**src/rtl/sem_pkg.sv**
```systemverilog
// sem_pkg: shared constants and types for the SEM command sequencer.
//   - sem_cmds state encodings seen on SEM_STATE
//   - command codes accepted on CMD_CODE
//   - ASCII characters and string lengths of the generated commands
//   - sequencer FSM state type and a code-to-letter helper
package sem_pkg;

  // Downstream sem_cmds handshake states.
  localparam logic [1:0] SEM_IDLE  = 2'b00;
  localparam logic [1:0] SEM_EMPTY = 2'b01;
  localparam logic [1:0] SEM_READY = 2'b10;

  // Command codes; anything above CMD_N is invalid.
  localparam logic [2:0] CMD_I = 3'd0;
  localparam logic [2:0] CMD_O = 3'd1;
  localparam logic [2:0] CMD_S = 3'd2;
  localparam logic [2:0] CMD_R = 3'd3;
  localparam logic [2:0] CMD_N = 3'd4;

  localparam logic [7:0] ASCII_CR    = 8'h0D;
  localparam logic [7:0] ASCII_SPACE = 8'h20;
  localparam logic [7:0] ASCII_ZERO  = 8'h30;
  localparam logic [7:0] ASCII_A     = 8'h41;
  localparam logic [7:0] ASCII_I     = 8'h49;
  localparam logic [7:0] ASCII_O     = 8'h4F;
  localparam logic [7:0] ASCII_S     = 8'h53;
  localparam logic [7:0] ASCII_R     = 8'h52;
  localparam logic [7:0] ASCII_N     = 8'h4E;

  // Byte counts: letter + CR, or 'N' + space + 10 hex digits + CR.
  localparam logic [3:0] LEN_SHORT = 4'd2;
  localparam logic [3:0] LEN_INJ   = 4'd13;

  typedef enum logic [2:0] {
    ST_IDLE = 3'd0,
    ST_LOAD = 3'd1,
    ST_REQ  = 3'd2,
    ST_REL  = 3'd3,
    ST_FIN  = 3'd4
  } seq_state_t;

  // First byte of every command string.
  function automatic logic [7:0] cmd_letter(input logic [2:0] code);
    case (code)
      CMD_I:   return ASCII_I;
      CMD_O:   return ASCII_O;
      CMD_S:   return ASCII_S;
      CMD_R:   return ASCII_R;
      CMD_N:   return ASCII_N;
      default: return 8'h00;
    endcase
  endfunction

endpackage

```
**src/rtl/sem_hex2ascii.sv**
```systemverilog
// sem_hex2ascii: combinational nibble to uppercase ASCII hex digit.
//   i_nib  [3:0] : nibble value 0..15
//   o_char [7:0] : '0'..'9' (0x30..0x39) or 'A'..'F' (0x41..0x46)
module sem_hex2ascii
  import sem_pkg::*;
(
  input  logic [3:0] i_nib,
  output logic [7:0] o_char
);

  // Offset so that nibble 10 lands on 'A'.
  localparam logic [7:0] ALPHA_BASE = ASCII_A - 8'd10;

  always_comb begin
    if (i_nib < 4'd10) o_char = ASCII_ZERO + {4'h0, i_nib};
    else               o_char = ALPHA_BASE + {4'h0, i_nib};
  end

endmodule

```
**src/rtl/sem_cmd_seq.sv**
```systemverilog
// sem_cmd_seq: expands a one-shot command request into an ASCII byte
// string and hands it to sem_cmds one byte per SEND handshake.
//   CLK, RST          : clock, synchronous active-high reset
//   CMD_CODE [2:0]    : command select (0..4 valid), sampled on CMD_STRB
//   CMD_STRB          : one-cycle request strobe (honoured only when idle)
//   INJ_ADDR [39:0]   : inject address for code 4, sampled on CMD_STRB
//   SEM_STATE [1:0]   : sem_cmds state (Idle/Empty/Ready)
//   SEND              : byte request to sem_cmds
//   CMD_BYTE [7:0]    : current byte, 0x00 when idle
//   BUSY              : command in progress
//   DONE              : one-cycle pulse after the last byte was taken
//   ERR               : one-cycle pulse on invalid code or wait timeout
module sem_cmd_seq
  import sem_pkg::*;
#(
  parameter int TIMEOUT_CYC = 4096
) (
  input  logic        CLK,
  input  logic        RST,
  input  logic [2:0]  CMD_CODE,
  input  logic        CMD_STRB,
  input  logic [39:0] INJ_ADDR,
  input  logic [1:0]  SEM_STATE,
  output logic        SEND,
  output logic [7:0]  CMD_BYTE,
  output logic        BUSY,
  output logic        DONE,
  output logic        ERR
);

  localparam int            CW       = $clog2(TIMEOUT_CYC);
  localparam logic [CW-1:0] CNT_LAST = CW'(TIMEOUT_CYC - 1);

  seq_state_t    r_state;
  logic [2:0]    r_code;
  logic [39:0]   r_addr;
  logic [3:0]    r_idx;
  logic [CW-1:0] r_cnt;

  logic [3:0] w_nidx;
  logic [3:0] w_nib;
  logic [7:0] w_hex;
  logic [7:0] w_next_byte;
  logic       w_last;
  logic       w_timeout;

  assign w_nidx    = r_idx + 4'd1;
  assign w_last    = (r_idx == (((r_code == CMD_N) ? LEN_INJ : LEN_SHORT) - 4'd1));
  // The current wait has lasted TIMEOUT_CYC cycles once this cycle ends.
  assign w_timeout = (r_cnt == CNT_LAST);

  // Address digit for the upcoming byte; index 2 carries the MS nibble.
  // NOTE: every always_comb output gets a default first so no latch is inferred.
  always_comb begin
    w_nib = 4'h0;
    case (w_nidx)
      4'd2:    w_nib = r_addr[39:36];
      4'd3:    w_nib = r_addr[35:32];
      4'd4:    w_nib = r_addr[31:28];
      4'd5:    w_nib = r_addr[27:24];
      4'd6:    w_nib = r_addr[23:20];
      4'd7:    w_nib = r_addr[19:16];
      4'd8:    w_nib = r_addr[15:12];
      4'd9:    w_nib = r_addr[11:8];
      4'd10:   w_nib = r_addr[7:4];
      4'd11:   w_nib = r_addr[3:0];
      default: w_nib = 4'h0;
    endcase
  end

  sem_hex2ascii u_hex (
    .i_nib  (w_nib),
    .o_char (w_hex)
  );

  // Byte 0 is loaded straight from CMD_CODE on the strobe; this mux covers
  // bytes 1..12 from the latched code and address.
  always_comb begin
    w_next_byte = ASCII_CR;
    if (w_nidx == 4'd1)
      w_next_byte = (r_code == CMD_N) ? ASCII_SPACE : ASCII_CR;
    else if ((w_nidx >= 4'd2) && (w_nidx <= 4'd11))
      w_next_byte = w_hex;
  end

  // NOTE: sequential state uses non-blocking assignments so every register
  // samples the pre-edge values regardless of statement order.
  always_ff @(posedge CLK) begin
    if (RST) begin
      r_state  <= ST_IDLE;
      r_code   <= 3'd0;
      r_addr   <= 40'd0;
      r_idx    <= 4'd0;
      r_cnt    <= '0;
      SEND     <= 1'b0;
      CMD_BYTE <= 8'h00;
      BUSY     <= 1'b0;
      DONE     <= 1'b0;
      ERR      <= 1'b0;
    end else begin
      DONE <= 1'b0;
      ERR  <= 1'b0;
      case (r_state)
        ST_IDLE: begin
          if (CMD_STRB) begin
            if (CMD_CODE <= CMD_N) begin
              r_code   <= CMD_CODE;
              r_addr   <= INJ_ADDR;
              r_idx    <= 4'd0;
              r_cnt    <= '0;
              CMD_BYTE <= cmd_letter(CMD_CODE);
              BUSY     <= 1'b1;
              r_state  <= ST_LOAD;
            end else begin
              ERR <= 1'b1;
            end
          end
        end

        ST_LOAD, ST_REQ, ST_REL: begin
          if ((r_state == ST_LOAD) && (SEM_STATE == SEM_IDLE)) begin
            SEND    <= 1'b1;
            r_cnt   <= '0;
            r_state <= ST_REQ;
          end else if ((r_state == ST_REQ) && (SEM_STATE == SEM_EMPTY)) begin
            SEND    <= 1'b0;
            r_cnt   <= '0;
            r_state <= ST_REL;
          end else if ((r_state == ST_REL) && (SEM_STATE == SEM_IDLE)) begin
            r_cnt <= '0;
            if (w_last) begin
              // DONE and BUSY change together while FIN is occupied.
              DONE     <= 1'b1;
              BUSY     <= 1'b0;
              CMD_BYTE <= 8'h00;
              r_state  <= ST_FIN;
            end else begin
              r_idx    <= w_nidx;
              CMD_BYTE <= w_next_byte;
              r_state  <= ST_LOAD;
            end
          end else if (w_timeout) begin
            SEND     <= 1'b0;
            BUSY     <= 1'b0;
            CMD_BYTE <= 8'h00;
            ERR      <= 1'b1;
            r_cnt    <= '0;
            r_state  <= ST_IDLE;
          end else begin
            r_cnt <= r_cnt + CW'(1);
          end
        end

        ST_FIN: begin
          r_cnt   <= '0;
          r_state <= ST_IDLE;
        end

        default: r_state <= ST_IDLE;
      endcase
    end
  end

endmodule

```
**config.mk**
```make
export PLATFORM = sky130hd
export DESIGN_NAME = sem_cmd_seq
export DESIGN_NICKNAME = d
export VERILOG_FILES = /design/src/rtl/sem_pkg.sv /design/src/rtl/sem_hex2ascii.sv /design/src/rtl/sem_cmd_seq.sv
export SDC_FILE = /design/constraint.sdc
export NUM_CORES = 1
export LEC_CHECK = 0
export ABC_AREA = 1
export BUFFER_PORTS_ARGS = -buffer_cell sky130_fd_sc_hd__buf_2
export CELL_PAD_IN_SITES_DETAIL_PLACEMENT = 1
export CELL_PAD_IN_SITES_GLOBAL_PLACEMENT = 1
export CORE_MARGIN = 1.5
export CORE_UTILIZATION = 40
export CTS_CLUSTER_SIZE = 30
export DETAILED_ROUTE_END_ITERATION = 10
export GPL_TIMING_DRIVEN = 0
export PLACE_DENSITY = 0.78
export SYNTH_ARGS = -nofsm -noshare
export SYNTH_HDL_FRONTEND = slang
export SYNTH_SLANG_ARGS = --single-unit
```
**constraint.sdc**
```tcl
create_clock -name CLK -period 2.7 [get_ports CLK]
set_input_delay 0.135 -clock CLK [delete_from_list [all_inputs] [get_ports CLK]]
set_output_delay 0.135 -clock CLK [all_outputs]
set_load 0.01 [all_outputs]
```
==> results of run 1 <==
[per-stage QoR]
| step | util [%] | setup WS (ps) |
|---|---|---|
| floorplan | - | 561 |
| global placement | 46.6 | 171 |
| detailed placement | 46.6 | 96.4 |
| CTS | 51.0 | 61.5 |
| global route | 51.1 | 6.97 |
| finish | 51.1 | 218 |
[worst min-delay path: stages]
cell and delay (ps):
buf_2 80, nor2_1 30, nor2_1 80
[where the power goes]
| group | leakage (µW) | internal (µW) | switching (µW) |
|---|---|---|---|
| Clock | 0.000104 | 539 | 418 |
| Sequential | 0.000600 | 1310 | 144 |
| Combinational | 0.00138 | 292 | 530 |
[placed cells by master, fill, tap and decap left out, types with 2 or more instances in the layout]
cell type and count:
bufinv_16 2, buf_6 3, a21oi_1 26, clkbuf_8 10, nor3_2 3, ha_2 2, inv_1 47, a211oi_1 3
nor2_1 127, o21ai_1 6, xor2_1 3, nor2_2 6, o21ai_0 53, nor3_1 10, nand2_1 92, inv_2 3
a21oi_2 2, dfxtp_2 2, o21ai_2 2, dlygate4sd3_1 17, dfxtp_1 71, buf_4 8, nand2_2 2, a31oi_1 3
buf_2 58, ha_1 5, clkinvlp_4 2, nand4_1 18, clkbuf_1 7, nand3_1 24
[per-layer routing]
| layer | wire [µm] | share of wire, % | vias to the layer above |
|---|---|---|---|
| li1 | - | - | 1938 |
| met2 | 4950 | 46 | 73 |
| met3 | 380 | 3.5 | 23 |
| met4 | 246 | 2.3 | 0 |
| met1 | 5270 | 49 | 1787 |
| met5 | 0 | 0 | - |
[sequential cells by signal, indices dropped and copies added (netlist names)]
| name | cells |
|---|---|
| BUSY | 1 |
| CMD_BYTE | 7 |
| DONE | 1 |
| ERR | 1 |
| SEND | 1 |
| r_addr | 40 |
| r_cnt | 12 |
| r_code | 3 |
| r_idx | 4 |
| r_state | 3 |
[how the worst max path moves through the flow]
stage | from | depth (start not counted) | to
CTS | r_idx[1] | 15 | CMD_BYTE[2]
finish | r_idx[1] | 16 | CMD_BYTE[2]
global placement | r_idx[1] | 16 | CMD_BYTE[2]
detailed placement | r_idx[1] | 15 | CMD_BYTE[2]
floorplan | r_idx[1] | 16 | CMD_BYTE[2]
global route | r_idx[2] | 19 | CMD_BYTE[2]
[kinds of logic after synthesis]
| group | count (synthesis) |
|---|---|
| adder cells (fa/ha/maj) | 7 |
| AND/OR/NAND/NOR | 285 |
| flip-flops | 73 |
| other | 1 |
| AO/OA/AOI/OAI | 100 |
| buffers and inverters | 71 |
| XOR/XNOR | 5 |
[timing repair]
action                     4_1_cts  5_1_grt
setup endpoints to repair        0       14
setup buffers                    0        0
hold buffers                    17        0
gates resized for setup          0        5
hold endpoints to repair        17        0
[final cells by class]
class                           count  area [µm²]
Inverter                           51         194
Buffer                             19         125
Clock buffer                       10         138
Sequential cell                    73        1460
Fill cell                        1187        4330
Timing Repair Buffer               74         455
Multi-Input combinational cell    398        1930
Clock inverter                      5        80.1
Tap cell                          108         135
==> impl_metrics.tcl, run 1 <==
set metrics [dict create \
    grt_util_met2_pct 39.5 \
    p_per_area_nw_per_um2 714 \
    timing.hold.ws_ps 7.90 \
    io_buffer_count 57 \
    hold_violations 0 \
    p_total_uw 3230 \
    maxSlewHeadroom_pct 64.9 \
    met3_usage_pct 4.57 \
    syn2layout_area_growth_pct 22.0 \
    cpPeakStageDelay_ps 440 \
    avgSynthCellArea_um2 6.84 \
    wl_um 10800 \
    path_cells "ha_2 > xor2_2 > nand2_2 > nor2_1 > nand2_1 > nand2_1 > inv_1 > nand2_1 > nor2_1 > ha_1 > nand2_1 > nand2_1 > nand2_1 > nand3_1 > nand2_1 > a21oi_2" \
    grtUsageMet1_pct 31.5 \
    peakVddDrop_mv 0.325 \
    drive_above_1_share_pct 17.8 \
    clockBufferDepth 2 \
    clock_sinks 73 \
    avgRoutedWirePerCell_um 14.7 \
    synth_mux_area_share_pct 0 \
    rsz0062_at_grt "no" \
    r2r-end "CMD_BYTE[2]" \
    grt_pass1_wl_um 18800 \
    finalSetupViolCount 0 \
    diodes 0 \
    die_area_um2 9850 \
    cts_tree "built" \
    layout.nets 681 \
    drt_iter0_markers 143 \
    synthArstFlopShare_pct 0 \
    cp.required_ps 2950 \
    dp.cells 707 \
    skew_ps 10.2 \
    hold-path-cell-count 3 \
    critPathBufInv 1 \
    root_buffer "clkbuf_8" \
    synth_most_common_cell "nor2_1" \
    placed_area_um2 4130 \
    grt_max_degree 13 \
    hold_end "r_addr[20]" \
    arrival_ps 2730 \
    globalplace.congestion 0.874 \
    period_share_pct 91.9 \
    insertion_delay_ps 350 \
    yosys.area_share.simple_pct 32.8 \
    clock.fmax_mhz 403 \
    yosys.cell_types.count 36 \
    synth_edf_count 0 \
    die_height_um 99.3 \
    die_x_um 99.3 \
    critPathKind "register to register" \
    drtPass1Iterations 4 \
    ys_seq_area_share_pct 39.4 \
    grt-ovfl-total 0 \
    crit_top_cell "nand2_1" \
    gr-usage-all-layers_pct 24.0 \
    synth_top_family_by_area "simple AND/OR/NAND/NOR gates" \
    instances_no_fill 738 \
    run_status "finished clean" \
    io_pins 60 \
    stdcell_area_um2 4520 \
    path_max_fanout 9 \
    cts_htree_levels 3 \
    drv_cap 0 \
    synth_compound_area_share_pct 14.7 \
    path_clk_slew_ps 80 \
    ant_nets 0 \
    post-route-min-period_ps 2480 \
    syn_area_um2 3710 \
    synthAdderAreaFrac_pct 2.36 \
    dp_hpwl_um 8160 \
    synthFlopType "dfxtp_1" \
    ys_ff_latch 73 \
    synth_warnings 0 \
    synth_top_cell_by_area "dfxtp_1" \
    rrSetupSlack_ps 220 \
    grt_pass1_vias 3988 \
    ff2ff_path_depth 16 \
    worstHoldStart "INJ_ADDR[20]" \
    crit_slowest_cell "dfxtp_2" \
    synth_nets 597 \
    num_rows 34 \
    core_region_area_um2 8850 \
    cts_made_buffers 9 \
    netlist_top_cells_area "dfxtp_1, nor2_1, nand2_1, o21ai_0, inv_1" \
    drv_slew 0 \
    worst_pin_slew_ps 527 \
    hold_class "input port to register" \
    p_leak_uw 0.00209 \
    start_kind "register" \
    synth_common_cells "nor2_1, nand2_1, dfxtp_1" \
    critPathTopFamily "simple AND/OR/NAND/NOR gates" \
    grt_busiest_layer "met2" \
    tns_ps 0 \
    start_util_pct 41.9 \
    antenna_found_initial 0 \
    end_kind "register" \
    drt-vias-per-instance 5.18 \
    drc 0 \
    synthCells 542 \
    synth_top_cell_area_share_pct 39.4 \
    synth_xor_area_share_pct 1.89 \
    vias 3821 \
    r2r_start "r_idx[1]" \
]
(Power assumes the default switching activity.)
==> run 2: changes to the inputs <==
--- a/config.mk
+++ b/config.mk
@@ -5,16 +5,15 @@
 export SDC_FILE = /design/constraint.sdc
 export NUM_CORES = 1
 export LEC_CHECK = 0
-export ABC_AREA = 1
 export BUFFER_PORTS_ARGS = -buffer_cell sky130_fd_sc_hd__buf_2
 export CELL_PAD_IN_SITES_DETAIL_PLACEMENT = 1
 export CELL_PAD_IN_SITES_GLOBAL_PLACEMENT = 1
 export CORE_MARGIN = 1.5
-export CORE_UTILIZATION = 40
+export CORE_UTILIZATION = 42
 export CTS_CLUSTER_SIZE = 30
 export DETAILED_ROUTE_END_ITERATION = 10
 export GPL_TIMING_DRIVEN = 0
-export PLACE_DENSITY = 0.78
+export PLACE_DENSITY = 0.79
 export SYNTH_ARGS = -nofsm -noshare
 export SYNTH_HDL_FRONTEND = slang
 export SYNTH_SLANG_ARGS = --single-unit
==> constraint.sdc (replaced) <==
create_clock -name CLK -period 3 [get_ports CLK]
set_input_delay 0.15 -clock CLK [delete_from_list [all_inputs] [get_ports CLK]]
set_output_delay 0.15 -clock CLK [all_outputs]
set_load 0.01 [all_outputs]
==> impl_metrics.tcl, run 2 <==
set metrics [dict create \
    synth_mux_area_share_pct 1.62 \
    die_height_um 97.8 \
    clock_sinks 73 \
    drt-vias-per-instance 5.71 \
    cp.required_ps 3270 \
    clockBufferDepth 2 \
    synth_common_cells "nand2_1, dfxtp_1, a21oi_1" \
    vias 3781 \
    worst_pin_slew_ps 658 \
    synth_top_family_by_area "simple AND/OR/NAND/NOR gates" \
    avgSynthCellArea_um2 7.88 \
    io_pins 60 \
    synthFlopType "dfxtp_1" \
    period_share_pct 94.9 \
    start_util_pct 43.3 \
    run_status "finished clean" \
    path_max_fanout 10 \
    final_common_cell "nand2_1" \
    diodes 0 \
    cts_htree_levels 3 \
    synth_compound_area_share_pct 23.0 \
    netlist_top_cells_area "dfxtp_1, nand2_1, a21oi_1, nor2_1, clkbuf_1" \
    insertion_delay_ps 360 \
    largest_register "r_addr" \
    drtPass1Iterations 6 \
    synthAdderAreaFrac_pct 2.32 \
    path_clk_slew_ps 90 \
    largest_register_ffs 40 \
    gr-usage-all-layers_pct 24.4 \
    ant_nets 0 \
    mostFrequentLayoutCells "nand2_1, dfxtp_1, a21oi_1" \
    yosys.area_share.simple_pct 25.8 \
    antenna_found_initial 0 \
    wl_um 11500 \
    p_seq_share_pct 51.1 \
    clock.fmax_mhz 351 \
    grt_pass1_vias 3740 \
    num_rows 34 \
    core_region_area_um2 8720 \
    synth_xor_area_share_pct 3.91 \
    synth_nets 534 \
    p_per_area_nw_per_um2 469 \
    power_frac_comb_pct 14.6 \
    synth_edf_count 0 \
    dp_hpwl_um 8670 \
    grt_pass1_wl_um 18800 \
    cts_tree "built" \
    top_regs "r_addr (40), r_cnt (12), CMD_BYTE (7)" \
    ys_seq_area_share_pct 38.7 \
    p_total_uw 2060 \
    tns_ps 0 \
    layout.nets 604 \
    ctsHoldBuffers 0 \
    end_kind "register" \
    peakVddDrop_mv 0.217 \
    synth_top_cell_by_area "dfxtp_1" \
    p_leak_uw 0.00163 \
    die_x_um 97.8 \
    yosys.cell_types.count 66 \
    clkPwrFrac_pct 34.3 \
    drv_cap 0 \
    switching_power_uw 631 \
    die_area_um2 9560 \
    synth_most_common_cell "nand2_1" \
    synthArstFlopShare_pct 0 \
    maxSlewHeadroom_pct 56.1 \
    finalSetupViolCount 0 \
    cts_made_buffers 9 \
    syn2layout_area_growth_pct 16.7 \
    start_kind "register" \
    synth_top_cell_area_share_pct 38.7 \
    io_buffer_count 58 \
    drc 0 \
    drt_iter0_markers 157 \
    synthCells 479 \
    rsz0062_at_grt "no" \
    hold_class "input port to register" \
    globalplace.congestion 0.946 \
    instances_no_fill 662 \
    ys_ff_latch 73 \
    syn_area_um2 3770 \
    root_buffer "clkbuf_8" \
    skew_ps 13.7 \
    p_int_uw 1430 \
    critPathKind "register to register" \
    synth_warnings 0 \
    grt-ovfl-total 0 \
    swShare_pct 30.5 \
    drive_above_1_share_pct 18.8 \
    drv_slew 0 \
    arrival_ps 3110 \
    grt_max_degree 14 \
    avgRoutedWirePerCell_um 17.4 \
    post-route-min-period_ps 2850 \
    dp.cells 645 \
    hold_violations 0 \
]
-- run 2: what timing repair did --
action,4_1_cts,5_1_grt
pin swaps,3,3
setup endpoints to repair,5,6
gates resized for setup,3,7
setup buffers,1,1
-- run 2: routing by layer --
metal | wire length [µm] | vias to the layer above | global-route usage [%]
met2 | 5330 | 113 | 38.3
li1 | - | 1838 | -
met5 | 0 | - | 0
met4 | 209 | 0 | 7.58
met1 | 5440 | 1807 | 34.4
met3 | 544 | 23 | 4.37
-- run 2: cell families (layout without fill, tap and decap cells) --
group | count (synthesis) | in the layout
buffers and inverters | 40 | 115
and+or+nand+nor | 206 | 206
adders and majority gates | 7 | 7
xor gates and xnor gates | 13 | 13
DFF | 73 | 73
AOI/OAI and AO/OA | 133 | 133
other | 1 | 1
muxes | 6 | 6
-- run 2: final cells by class --
class	instances	area, µm²
fill	1140	4320
tap	108	135
clock inverter	6	43.8
clock buffer	10	128
buffer	31	141
multi-input combinational	366	2160
inverter	8	30.0
sequential	73	1470
timing repair buffer	60	305
-- run 2: power groups by stage --
| stage | logic (µW) | registers (µW) | clock network (µW) |
|---|---|---|---|
| 2_1_floorplan | 188 | 1070 | 0 |
| 3_3_place_gp | 288 | 1070 | 0 |
| 3_5_place_dp | 299 | 1080 | 0 |
| 4_1_cts | 302 | 1060 | 725 |
| 5_1_grt | 337 | 1060 | 768 |
| 6_report | 301 | 1050 | 709 |
-- run 2: worst max-delay path, stage by stage (launching register included) --
cell and delay, ps:
dfxtp_2 420, inv_1 130, ha_1 290, clkbuf_2 260, a221oi_1 380, nor3_1 130
a2111oi_2 350, ha_1 250, nand2_1 60, mux2_2 280, a311oi_2 220
-- run 2: worst paths after layout --
check	start	end	slack (ps)	cells past startpoint
setup reg to reg	r_idx[1]	CMD_BYTE[2]	150	10
hold / removal	INJ_ADDR[28]	r_addr[28]	30	3
hold reg to reg	r_addr[31]	r_addr[31]	460	2
setup / recovery	r_idx[1]	CMD_BYTE[2]	150	10
-- run 2: per-stage QoR --
step / utilization, % / hold WS [ps] / area [µm²] / setup WS, ps
global route: 50.5 / 25.5 / 4410 / 6.60
floorplan: - / 286 / 3770 / 409
finish: 50.5 / 28.1 / 4410 / 154
detailed placement: 48.1 / 399 / 4200 / -172
CTS: 50.3 / 15.9 / 4390 / 2.56
global placement: 48.1 / 390 / 4200 / -164
